### src/rtl/depacketizer_router.sv
// depacketizer_router
// Splits one NoC packet per cycle into timestep, ifmap/filter select, filter row
// and payload, then routes ifmap and filter traffic into separate registered
// valid/ready output channels. Filter rows are tracked per set so that a
// completion pulse fires when every row has arrived. Out-of-range filter rows
// are drained and counted as errors.

module depacketizer_router #(
  parameter  int DATA_WIDTH = 8,
  parameter  int ELEMS      = 3,
  parameter  int ROW_BITS   = 2,
  parameter  int NUM_ROWS   = 3,
  parameter  int TS_BITS    = 1,
  parameter  int ERR_W      = 8,
  localparam int PAY_W      = ELEMS * DATA_WIDTH,
  localparam int PKT_W      = TS_BITS + 1 + ROW_BITS + PAY_W
) (
  input  logic                clk,
  input  logic                rst_n,
  input  logic                in_valid,
  output logic                in_ready,
  input  logic [PKT_W-1:0]    in_data,
  output logic                ifm_valid,
  input  logic                ifm_ready,
  output logic [PAY_W-1:0]    ifm_data,
  output logic [TS_BITS-1:0]  ifm_ts,
  output logic                flt_valid,
  input  logic                flt_ready,
  output logic [PAY_W-1:0]    flt_data,
  output logic [ROW_BITS-1:0] flt_row,
  output logic [TS_BITS-1:0]  flt_ts,
  output logic                flt_set_done,
  output logic                err_sticky,
  output logic [ERR_W-1:0]    err_cnt
);

  localparam logic [ROW_BITS:0] NUM_ROWS_L = NUM_ROWS[ROW_BITS:0];

  // Saturating increment for the drop counter: holds at all-ones.
  function automatic logic [ERR_W-1:0] sat_inc(input logic [ERR_W-1:0] v);
    return (&v) ? v : v + 1'b1;
  endfunction

  // One-hot encoding of a filter row within the NUM_ROWS-wide mask.
  function automatic logic [NUM_ROWS-1:0] row_onehot(input logic [ROW_BITS-1:0] r);
    logic [NUM_ROWS-1:0] oh;
    oh = '0;
    for (int i = 0; i < NUM_ROWS; i++) begin
      if (r == ROW_BITS'(i)) oh[i] = 1'b1;
    end
    return oh;
  endfunction

  // Packet field decode (p0: combinational, same cycle as the handshake)
  logic [TS_BITS-1:0]  pkt_ts_p0;
  logic                pkt_flt_p0;
  logic [ROW_BITS-1:0] pkt_row_p0;
  logic [PAY_W-1:0]    pkt_pay_p0;
  logic                row_ok_p0;

  assign pkt_ts_p0  = in_data[TS_BITS-1:0];
  assign pkt_flt_p0 = in_data[TS_BITS];
  assign pkt_row_p0 = in_data[TS_BITS+ROW_BITS:TS_BITS+1];
  assign pkt_pay_p0 = in_data[PKT_W-1 -: PAY_W];
  assign row_ok_p0  = ({1'b0, pkt_row_p0} < NUM_ROWS_L);

  logic                ifm_free;
  logic                flt_free;
  logic                acc_p0;
  logic                acc_ifm_p0;
  logic                acc_flt_p0;
  logic                acc_drop_p0;
  logic [NUM_ROWS-1:0] row_mask;
  logic [NUM_ROWS-1:0] mask_next_p0;
  logic                set_full_p0;

  assign ifm_free = ~ifm_valid | ifm_ready;
  assign flt_free = ~flt_valid | flt_ready;

  // Ready depends on which destination the presented packet targets; bad rows always drain.
  always_comb begin
    in_ready = 1'b0;
    if (rst_n) begin
      if (!pkt_flt_p0)    in_ready = ifm_free;
      else if (row_ok_p0) in_ready = flt_free;
      else                in_ready = 1'b1;
    end
  end

  assign acc_p0       = in_valid & in_ready;
  assign acc_ifm_p0   = acc_p0 & ~pkt_flt_p0;
  assign acc_flt_p0   = acc_p0 & pkt_flt_p0 & row_ok_p0;
  assign acc_drop_p0  = acc_p0 & pkt_flt_p0 & ~row_ok_p0;
  assign mask_next_p0 = row_mask | row_onehot(pkt_row_p0);
  assign set_full_p0  = &mask_next_p0;

  // Output registers (p1: one cycle after accept)

  // Ifmap channel register: load on accept, otherwise drop valid once consumed.
  always_ff @(posedge clk) begin
    if (!rst_n) begin
      ifm_valid <= 1'b0;
      ifm_data  <= '0;
      ifm_ts    <= '0;
    end else if (acc_ifm_p0) begin
      ifm_valid <= 1'b1;
      ifm_data  <= pkt_pay_p0;
      ifm_ts    <= pkt_ts_p0;
    end else if (ifm_ready) begin
      ifm_valid <= 1'b0;
    end
  end

  // Filter channel register: load on in-range accept, otherwise drop valid once consumed.
  always_ff @(posedge clk) begin
    if (!rst_n) begin
      flt_valid <= 1'b0;
      flt_data  <= '0;
      flt_row   <= '0;
      flt_ts    <= '0;
    end else if (acc_flt_p0) begin
      flt_valid <= 1'b1;
      flt_data  <= pkt_pay_p0;
      flt_row   <= pkt_row_p0;
      flt_ts    <= pkt_ts_p0;
    end else if (flt_ready) begin
      flt_valid <= 1'b0;
    end
  end

  // Row-set tracking: a completing row clears the mask and pulses set_done alongside its output.
  always_ff @(posedge clk) begin
    if (!rst_n) begin
      row_mask     <= '0;
      flt_set_done <= 1'b0;
    end else begin
      flt_set_done <= 1'b0;
      if (acc_flt_p0) begin
        if (set_full_p0) begin
          row_mask     <= '0;
          flt_set_done <= 1'b1;
        end else begin
          row_mask <= mask_next_p0;
        end
      end
    end
  end

  // Drop accounting for out-of-range filter rows.
  always_ff @(posedge clk) begin
    if (!rst_n) begin
      err_sticky <= 1'b0;
      err_cnt    <= '0;
    end else if (acc_drop_p0) begin
      err_sticky <= 1'b1;
      err_cnt    <= sat_inc(err_cnt);
    end
  end

endmodule

### config.mk
export PLATFORM = sky130hd
export DESIGN_NAME = depacketizer_router
export DESIGN_NICKNAME = d
export VERILOG_FILES = /design/src/rtl/depacketizer_router.sv
export SDC_FILE = /design/constraint.sdc
export NUM_CORES = 1
export LEC_CHECK = 0
export BUFFER_PORTS_ARGS = -buffer_cell sky130_fd_sc_hd__buf_2
export CORE_ASPECT_RATIO = 0.7
export CORE_MARGIN = 3
export CORE_UTILIZATION = 53
export DETAILED_ROUTE_END_ITERATION = 8
export GPL_ROUTABILITY_DRIVEN = 0
export PLACE_DENSITY = 0.93
export SLEW_MARGIN = 30
export SYNTH_ARGS = -nofsm -noshare
export SYNTH_HDL_FRONTEND = slang
export SYNTH_SLANG_ARGS = --single-unit
### constraint.sdc
create_clock -name clk -period 3.8 [get_ports clk]
set_clock_uncertainty 0.05 [all_clocks]
set_input_delay 1.14 -clock clk [delete_from_list [all_inputs] [get_ports clk]]
set_output_delay 1.14 -clock clk [all_outputs]
set_load 0.005 [all_outputs]
# Word-level counts from Yosys, hierarchy flattened
# Cells that the tools add are included.
# Widths: inputs -> output; s select.
# word_totals
regBits	67
input_bits	33
out_inout_bits	65
wordCells	47
# op_classes
n_addsub	1
n_lt_le_gt_ge	1
eq_ne	2
mux	12
bitwise	13
reduce_logical	7
# ops
cell	count
$mux 1	11
$add 8x1->8 const B	1
$reduce_and 8->1	1
$and 1x1->1	5
$not 1->1	5
$reduce_and 2->1	2
$reduce_bool 2->1	2
$mux 3	1
$or 3x3->3	1
$reduce_and 3->1	1
$eq 2x1->1 const B	1
$eq 2x2->1 const B	1
$logic_not 2->1	1
$lt 2x2->1 const B	1
$or 1x1->1	2

# Depth between registers and ports, before layout
# Gate-level depths: netlist of run 1.
# depth
ltp_word	9
ltp_mapped	6
ltp_nobuf	5

# Worst setup path before layout of run 1
# No wires, ideal clock.
# synth_timing
path_type	input -> output
start	input ifm_ready
end	output in_ready
arrival_time_ns	1.673
required_time_ns	2.610
path_slack_ns	0.937
cell_stages	4
path_buffers	0
path_cell_list	nor2b_1 -> inv_1 -> o21ai_0 -> a31oi_1
# synth_via
elab_chain_cells	3
# synth_rtl
element	line_no	text
from (decl)	24	input logic ifm_ready,
$or 1x1->1	77	assign ifm_free = ~ifm_valid | ifm_ready;
$mux 1	84	if (!pkt_flt_p0) in_ready = ifm_free;
$mux 1	83	if (rst_n) begin
to (decl)	21	output logic in_ready,
# No other way between the ends.

# Final worst setup path of run 1
# Same ends and word-level chain as after synthesis.

==> reports/summary.txt, run 1 <==
number of enable flip-flop cells after synthesis: 0
clock-pin slew on the worst setup and hold paths: 0.06 ns
NetSw: 0.320 mW
Remaining DRCs: 0
crit path launch type: primary input
CP max FO: 3
buffer count from post-CTS setup fixing: 0
CTS buffer count: 9
max-cap violation count: 0
worst path bufs/invs: 3
ys async rst share: 0
Leak Pwr: 1.49 nW
CTS root buf: clkbuf_8
CP max stage delay: 0.27 ns
core area: 0.00491 mm²
remaining global-route overflow: 0
unrepaired setup endpoints after global routing: false
slew margin rel.: 0.359
Mapped Area: 0.00278 mm²
hold buffers post-CTS: 0
Clock Latency Late Sink: 0.34 ns
PostCTS Resize Cnt: 0
Fmax achieved: 313 MHz
Post-DRT Antenna Nets: 0
setup TNS: 0 ns
Internal Pwr Total: 1.06 mW
global-route wire length before repair: 10700 µm
first-iteration detailed-routing DRC count: 105
top_reg_cell synth: dfxtp_1
Final Max Slew Viols: 0
initial antenna violation count: 0
post-route cell area: 0.00343 mm²
die height: 66.6 µm
Setup-failing EPs final: 0
H-tree depth: 3
worst path cell trace: buf_2 -> nor2b_1 -> inv_1 -> o21ai_0 -> a31oi_1 -> buf_2
Clk network pwr share: 0.383
n_diodes: 0
WP data arrival: 2.01 ns
Synth cell types: 42
final period utilization: 0.841
share of cells above drive strength 1: 0.290
Nets: 451
setup slack after layout: 0.604 ns
CTS tree: built
Die W: 92.5 µm
Least-Margin Pin Slew: 0.962 ns
Area after DPL: 0.00325 mm²
Final Hold Viols: 0
DRT Wirelength: 6580 µm
clock tree buffer depth: 2
synthesized instance count: 325
Seq cells post-synth: 67
Total Routing Usage GR: 0.222
Setup WS pre-CTS: 0.597 ns
cell repeated most along the worst path: buf_2
Top Ports: 98
WS Path Type: primary input to output port
logic gate share of total power: 0.084
Cells after DPL: 475
total die area: 0.00616 mm²
status: finished, final reports clean
post-DP HPWL: 4640 µm
HP Class: flip-flop to flip-flop
Vias: 2560
# clock sinks: 67
warnings from Yosys: 0
drt pass-1 iters: 4
Required @ worst endpoint: 2.61 ns
P&R area growth vs syn: 23.5%
Mapped Nets: 359
Via density: 5.22
register area share after synthesis: 0.483
final std cells w/o fill: 490
Top delay family on crit path: buffers and inverters
VDD IR max: 0.000280 V
Fin Hold WS: 0.400 ns
row cnt: 21
Layout fillers: 402
Reg power frac: 0.532
P per Cell Area: 402 mW/mm²
minimum clock period after layout: 3.20 ns
Critical Path Slowest Stage Cell: nor2b_1
Sw Ratio: 0.232
nature of the critical path endpoint: output port
Syn Area/Cell: 8.55 µm²
Wirelength per Cell: 13.4 µm
largest net degree at the start of global routing: 54
vias in the first global route: 2387
PortBufs: 97
initial core utilization: 0.565
## sequential cells by signal (all words and copies together), names as in the netlist
signal,cells
err_cnt,8
err_sticky,1
flt_data,24
flt_row,2
flt_set_done,1
flt_ts,1
flt_valid,1
ifm_data,24
ifm_ts,1
ifm_valid,1
row_mask,3
## final timing paths
check,cells after the start,slack [ns],start,to
worst max-delay path,6,0.60,ifm_ready,in_ready
worst min-delay path,2,0.40,flt_data[14]$_SDFFE_PN0P_,flt_data[14]$_SDFFE_PN0P_
worst max register to register,4,1.91,ifm_valid$_SDFFE_PN0P_,ifm_data[6]$_SDFFE_PN0P_
worst min register to register,2,0.40,flt_data[14]$_SDFFE_PN0P_,flt_data[14]$_SDFFE_PN0P_
## layout make-up
cell class	instances	area [µm²]	area share
Sequential cell	67	1340	0.391
Multi-Input combinational cell	233	1290	0.377
Timing Repair Buffer	100	508	0.148
Clock buffer	13	169	0.0493
Tap cell	69	86.3	0.0252
Inverter	6	22.5	0.00657
Clock inverter	2	10.0	0.00292
## per-stage QoR
step / power (mW) / utilization
2_1_floorplan: 0.816 / -
3_3_place_gp: 0.862 / 0.662
3_5_place_dp: 0.867 / 0.662
4_1_cts: 1.39 / 0.698
5_1_grt: 1.44 / 0.698
6_report: 1.38 / 0.698
## worst register-to-register path, stage by stage, from the launching register on
cell and delay, ns:
dfxtp_1 0.33, nor2b_1 0.30, or3_1 0.81, nand2_1 0.15
a21boi_1 0.19
## kinds of logic (layout without fill, tap and decap cells)
kind of cell / after synthesis / in the layout / synth area share
adder cells (fa/ha/maj): 1 / 1 / 0.00450
flip-flops: 67 / 67 / 0.483
multiplexers: 2 / 2 / 0.00721
AO/OA/AOI/OAI: 76 / 76 / 0.205
AND/OR/NAND/NOR: 154 / 154 / 0.249
buffers and inverters: 25 / 121 / 0.0518
## power by group through the flow
| stage | registers, mW | clock network [mW] | logic (mW) |
|---|---|---|---|
| floorplan | 0.751 | 0 | 0.0651 |
| global placement | 0.748 | 0 | 0.113 |
| detailed placement | 0.750 | 0 | 0.117 |
| CTS | 0.734 | 0.543 | 0.117 |
| global route | 0.736 | 0.576 | 0.130 |
| finish | 0.734 | 0.528 | 0.116 |
## layer usage
metal | global-route usage | vias to the layer above | part of all wire
met5 | 0 | - | 0
met1 | 0.261 | 1194 | 0.43
met2 | 0.371 | 89 | 0.48
li1 | - | 1271 | -
met4 | 0.0870 | 0 | 0.0088
met3 | 0.0824 | 6 | 0.072
## synth_stat cells (2+ instances only)
master,count,area [µm²]
a31oi_1,2,12.5
buf_2,4,20.0
a21boi_0,13,97.6
nor4_1,2,12.5
nor2_1,7,26.3
nor3_1,4,20.0
and2_1,2,12.5
dfxtp_1,67,1340
nand2_1,116,435
inv_1,6,22.5
clkbuf_1,9,33.8
mux2i_1,2,20.0
a21oi_1,3,15.0
and3_1,2,12.5
o211ai_1,2,15.0
nor3b_1,3,22.5
o21ai_0,4,20.0
nor2b_1,4,25.0
a21boi_1,38,285
buf_6,6,67.6
o31ai_1,3,22.5
a41o_1,2,20.0
nand3_1,4,20.0
nor3_4,2,32.5
## cell usage in the layout, fill, tap and decap left out, types with 3 or more instances in the layout
cell | Yosys | layout
nand2_1 | 116 | 116
buf_2 | 4 | 97
dfxtp_1 | 67 | 67
a21boi_1 | 38 | 38
a21boi_0 | 13 | 13
clkbuf_8 | 0 | 12
nor2_1 | 7 | 7
inv_1 | 6 | 6
nor2b_1 | 4 | 4
o21ai_0 | 4 | 4
nor3_1 | 4 | 4
nand3_1 | 4 | 4
nor3b_1 | 3 | 3
a21oi_1 | 3 | 3
o31ai_1 | 3 | 3
buf_4 | 0 | 3
Power figures use the tool's default switching activity.
==> inputs of run 2 (changes only) <==
--- a/config.mk
+++ b/config.mk
@@ -5,13 +5,14 @@
 export SDC_FILE = /design/constraint.sdc
 export NUM_CORES = 1
 export LEC_CHECK = 0
+export ABC_AREA = 1
 export BUFFER_PORTS_ARGS = -buffer_cell sky130_fd_sc_hd__buf_2
 export CORE_ASPECT_RATIO = 0.7
 export CORE_MARGIN = 3
-export CORE_UTILIZATION = 53
+export CORE_UTILIZATION = 49
 export DETAILED_ROUTE_END_ITERATION = 8
 export GPL_ROUTABILITY_DRIVEN = 0
-export PLACE_DENSITY = 0.93
+export PLACE_DENSITY = 0.88
 export SLEW_MARGIN = 30
 export SYNTH_ARGS = -nofsm -noshare
 export SYNTH_HDL_FRONTEND = slang
==> constraint.sdc (replaced) <==
create_clock -name clk -period 3 [get_ports clk]
set_clock_uncertainty 0.05 [all_clocks]
set_input_delay 0.9 -clock clk [delete_from_list [all_inputs] [get_ports clk]]
set_output_delay 0.9 -clock clk [all_outputs]
set_load 0.005 [all_outputs]
==> reports/summary.txt, run 2 <==
status: finished, final reports clean
Fmax achieved: 383 MHz
Wirelength per Cell: 14.6 µm
unrepaired setup endpoints after global routing: false
NetSw: 0.442 mW
remaining global-route overflow: 0
Syn Area/Cell: 8.11 µm²
Reg power frac: 0.524
worst path bufs/invs: 2
cell with the most instances after synthesis: dfxtp_1
H-tree depth: 3
PortBufs: 97
Internal Pwr Total: 1.35 mW
Via density: 5.20
row cnt: 22
Top delay family on crit path: buffers and inverters
most frequent cells in the layout: 97 x buf_2, 67 x dfxtp_1, 62 x nor2_1, 42 x nand2_1, 35 x a21oi_1
Remaining DRCs: 0
first-iteration detailed-routing DRC count: 139
Post-synth top cells: 67 x dfxtp_1, 62 x nor2_1, 42 x nand2_1
Clk network pwr share: 0.377
WP data arrival: 1.66 ns
Layout fillers: 485
Clock Latency Late Sink: 0.34 ns
drt pass-1 iters: 4
setup TNS: 0 ns
crit path launch type: primary input
initial core utilization: 0.518
Setup-failing EPs final: 0
Mapped Area: 0.00278 mm²
slew margin rel.: 0.604
final period utilization: 0.871
worst path cell trace: buf_2 -> o21ai_1 -> nor2_8 -> buf_2
Tot Pwr: 1.79 mW
DRT Wirelength: 7450 µm
Sw Ratio: 0.247
CP max stage delay: 0.27 ns
Least-Margin Pin Slew: 0.594 ns
Synth cell types: 28
CP max FO: 16
CTS root buf: clkbuf_8
max-cap violation count: 0
VDD IR max: 0.000286 V
WS Path Type: primary input to output port
number of enable flip-flop cells after synthesis: 0
most common cell after layout, fill and taps aside: buf_2
post-synth top area share: 0.482
synthesized instance count: 343
n_diodes: 0
cell repeated most along the worst path: buf_2
Die W: 96.1 µm
global-route wire length before repair: 12000 µm
Vias: 2645
ys async rst share: 0
Post-DRT Antenna Nets: 0
CTS buffer count: 9
HP Class: flip-flop to flip-flop
post-DP HPWL: 5140 µm
Mapped Nets: 377
nature of the critical path endpoint: output port
Seq cells post-synth: 67
share of cells above drive strength 1: 0.330
synth top area cells: dfxtp_1 48%, nor2_1 8.4%, a21oi_1 6.3%
P&R area growth vs syn: 22.6%
Leak Pwr: 1.59 nW
clock-pin slew on the worst setup and hold paths: 0.07 ns
minimum clock period after layout: 2.61 ns
Critical Path Slowest Stage Cell: buf_2
buffer count from post-CTS setup fixing: 0
warnings from Yosys: 0
die height: 69.0 µm
P per Cell Area: 525 mW/mm²
hold buffers post-CTS: 0
logic gate share of total power: 0.099
Top Ports: 98
total die area: 0.00663 mm²
register area share after synthesis: 0.482
CTS tree: built
PostCTS Resize Cnt: 0
core area: 0.00537 mm²
largest net degree at the start of global routing: 32
top_reg_cell synth: dfxtp_1
Total Routing Usage GR: 0.233
vias in the first global route: 2446
Final Max Slew Viols: 0
Required @ worst endpoint: 2.05 ns
# clock sinks: 67
Final Hold Viols: 0
Regs by FF count: flt_data x24, ifm_data x24, err_cnt x8
initial antenna violation count: 0
Nets: 467
Yosys top cell by area: dfxtp_1
clock tree buffer depth: 2
==> run 2: changes by cell type after synthesis, sizes merged, moves of 24 or more <==
cell,before,now
nand2,116,52
nor2,7,70
a21boi,52,1
a21oi,3,39
nand4,1,26
o21ai,4,28
==> run 2: logic make-up after synthesis <==
family                     after synthesis  synth area share
AOI/OAI and AO/OA                       70             0.134
and+or+nand+nor                        165             0.296
DFF                                     67             0.482
adders and majority gates                1           0.00450
xor gates and xnor gates                 1           0.00315
buffers and inverters                   39            0.0805
==> run 2: final timing paths <==
path                                                 from  slack [ns]                         to  cells after the start
worst max-delay path                                rst_n        0.39                   in_ready                      4
worst min-delay path            ifm_data[12]$_SDFFE_PN0P_        0.41  ifm_data[12]$_SDFFE_PN0P_                      2
worst max register to register     ifm_valid$_SDFFE_PN0P_        1.16   ifm_data[4]$_SDFFE_PN0P_                      7
worst min register to register  ifm_data[12]$_SDFFE_PN0P_        0.41  ifm_data[12]$_SDFFE_PN0P_                      2
==> run 2: through the flow <==
step	setup slack, ns	std cells	cell area (µm²)	hold WS [ns]	utilization
floorplan	0.478	343	2780	0.386	-
detailed placement	0.336	494	3230	0.399	0.602
global route	0.327	509	3410	0.434	0.635
global placement	0.332	494	3230	0.396	0.602
finish	0.387	509	3410	0.413	0.635
CTS	0.393	509	3410	0.415	0.635
==> run 2: cell type report <==
cell class | instances | area [µm²] | share of cell area
multi-input cells | 237 | 1220 | 0.357
well taps | 72 | 90.1 | 0.0264
clock inverters | 2 | 10.0 | 0.00294
flip-flops and latches | 67 | 1340 | 0.393
clock buffers | 13 | 169 | 0.0495
repair buffers | 102 | 523 | 0.153
inverters | 16 | 60.1 | 0.0176
==> run 2: layer usage <==
layer,track usage,part of all wire,vias to the layer above
li1,-,-,1321
met1,0.309,0.45,1221
met2,0.342,0.46,93
met3,0.100,0.078,10
met4,0.0647,0.013,0
met5,0,0,-
==> run 2: worst register-to-register path: stages (launching register included) <==
cell	delay [ns]
dfxtp_1	0.31
nand2_1	0.11
o21ai_1	0.14
nor2_8	0.16
buf_4	0.30
nand3_4	0.38
nand2_1	0.18
a21oi_1	0.07
==> run 2: power groups by stage <==
stage	clock network [mW]	logic, mW	registers, mW
after floorplan	0	0.100	0.958
after global placement	0	0.174	0.957
after detailed placement	0	0.177	0.958
after CTS	0.695	0.178	0.939
after global routing	0.745	0.197	0.942
final	0.674	0.177	0.939
==> inputs of run 3 (changes only) <==
--- a/config.mk
+++ b/config.mk
@@ -6,13 +6,14 @@
 export NUM_CORES = 1
 export LEC_CHECK = 0
 export ABC_AREA = 1
-export BUFFER_PORTS_ARGS = -buffer_cell sky130_fd_sc_hd__buf_2
 export CORE_ASPECT_RATIO = 0.7
 export CORE_MARGIN = 3
-export CORE_UTILIZATION = 49
+export CORE_UTILIZATION = 62
+export CTS_BUF_LIST = sky130_fd_sc_hd__clkbuf_4
 export DETAILED_ROUTE_END_ITERATION = 8
+export DONT_BUFFER_PORTS = 1
 export GPL_ROUTABILITY_DRIVEN = 0
-export PLACE_DENSITY = 0.88
+export PLACE_DENSITY = 0.87
 export SLEW_MARGIN = 30
 export SYNTH_ARGS = -nofsm -noshare
 export SYNTH_HDL_FRONTEND = slang
==> reports/summary.txt, run 3 (same netlist as run 2, synthesis figures left out) <==
status: finished, final reports clean
FF-to-FF Start: err_cnt[0]$_SDFFE_PN0P_
initial antenna violation count: 0
crit path launch type: primary input
Final Max Slew Viols: 0
clock tree buffer depth: 2
unrepaired setup endpoints after global routing: false
Fin Hold WS: 0.424 ns
CP max FO: 13
WS Path Type: primary input to output port
VDD IR max: 0.000397 V
core area: 0.00411 mm²
Vias: 2372
worst setup path end: in_ready
Setup WS pre-CTS: 0.573 ns
WP data arrival: 1.48 ns
Remaining DRCs: 0
Final Hold Viols: 0
nature of the critical path endpoint: output port
Top Ports: 98
slew margin rel.: 0.601
Clock Latency Late Sink: 0.42 ns
max-cap violation count: 0
row cnt: 19
Nets: 369
HP Class: flip-flop to flip-flop
Required @ worst endpoint: 2.05 ns
Post-DRT Antenna Nets: 0
# clock sinks: 67
Leak Pwr: 1.06 nW
final period utilization: 0.809
most common cell after layout, fill and taps aside: dfxtp_1
share of cells above drive strength 1: 0.132
drt pass-1 iters: 4
setup TNS: 0 ns
first-iteration detailed-routing DRC count: 166
Setup crit start: ifm_ready
P&R area growth vs syn: 1.57%
CTS root buf: clkbuf_4
H-tree depth: 3
remaining global-route overflow: 0
Layout fillers: 349
Least-Margin Pin Slew: 0.598 ns
initial core utilization: 0.676
Reg-to-Reg End: err_cnt[3]$_SDFFE_PN0P_
Setup-failing EPs final: 0
hold path start: row_mask[2]$_SDFFE_PN0P_
die height: 62.0 µm
CTS buffer count: 9
hold buffers post-CTS: 0
DRT Wirelength: 6830 µm
Via density: 6.05
Critical Path Slowest Stage Cell: o21ai_1
Fmax achieved: 412 MHz
worst path cell trace: inv_1 -> nand2_1 -> o21ai_1 -> nor2_8
Regs by FF count: flt_data x24, ifm_data x24, err_cnt x8
R2R cell count: 8
n_diodes: 0
setup slack after layout: 0.573 ns
PortBufs: 0
Total Routing Usage GR: 0.267
PostCTS Resize Cnt: 0
total die area: 0.00534 mm²
Die W: 86.1 µm
clock-pin slew on the worst setup and hold paths: 0.10 ns
global-route wire length before repair: 10900 µm
buffer count from post-CTS setup fixing: 0
setup slack, reg-to-reg: 1.24 ns
P per Cell Area: 545 mW/mm²
minimum clock period after layout: 2.43 ns
CTS tree: built
post-DP HPWL: 4580 µm
vias in the first global route: 2318
largest net degree at the start of global routing: 39
Wirelength per Cell: 17.4 µm
Tot Pwr: 1.54 mW
CP max stage delay: 0.34 ns
most frequent cells in the layout: 67 x dfxtp_1, 62 x nor2_1, 42 x nand2_1, 35 x a21oi_1, 25 x nand4_1
-- run 3: per-layer routing --
metal | global-route usage | vias to the layer above | routed length, µm
met2 | 0.447 | 116 | 3080
met5 | 0 | - | 0
met4 | 0.111 | 0 | 110
met1 | 0.299 | 1113 | 2820
li1 | - | 1132 | -
met3 | 0.132 | 11 | 820
-- run 3: cell type report --
class,instances,area (µm²),share of cell area
clock buffer,9,67.6,0.0239
tap,52,65.1,0.0230
clock inverter,7,45.0,0.0159
multi-input combinational,237,1220,0.430
inverter,16,60.1,0.0213
sequential,67,1340,0.475
timing repair buffer,4,30.0,0.0106
-- run 3: stage by stage --
stage	utilization	instance area (µm²)	instances
floorplan	-	2780	343
global placement	0.660	2710	376
detailed placement	0.660	2710	376
CTS	0.687	2830	392
global route	0.687	2830	392
finish	0.687	2830	392
-- run 3: how the worst min path moves through the flow --
stage / to / cells after the start
after global placement: row_mask[1]$_SDFFE_PN0P_ / 2
final: row_mask[2]$_SDFFE_PN0P_ / 2
after floorplan: row_mask[1]$_SDFFE_PN0P_ / 2
after CTS: row_mask[2]$_SDFFE_PN0P_ / 2
after global routing: ifm_data[21]$_SDFFE_PN0P_ / 2
after detailed placement: row_mask[2]$_SDFFE_PN0P_ / 2
-- run 3: power breakdown --
part | switching [mW] | total (mW) | internal, mW | leakage [nW]
combinational | 0.0655 | 0.0992 | 0.0337 | 0.472
sequential | 0.0256 | 0.946 | 0.920 | 0.544
clock | 0.330 | 0.493 | 0.163 | 0.0453
-- run 3: worst max-delay path, delay by kind of cell --
| kind | cells | cell delay (ns) |
|---|---|---|
| AND/OR/NAND/NOR | 2 | 0.21 |
| AO/OA/AOI/OAI | 1 | 0.34 |
| buffers and inverters | 1 | 0.03 |
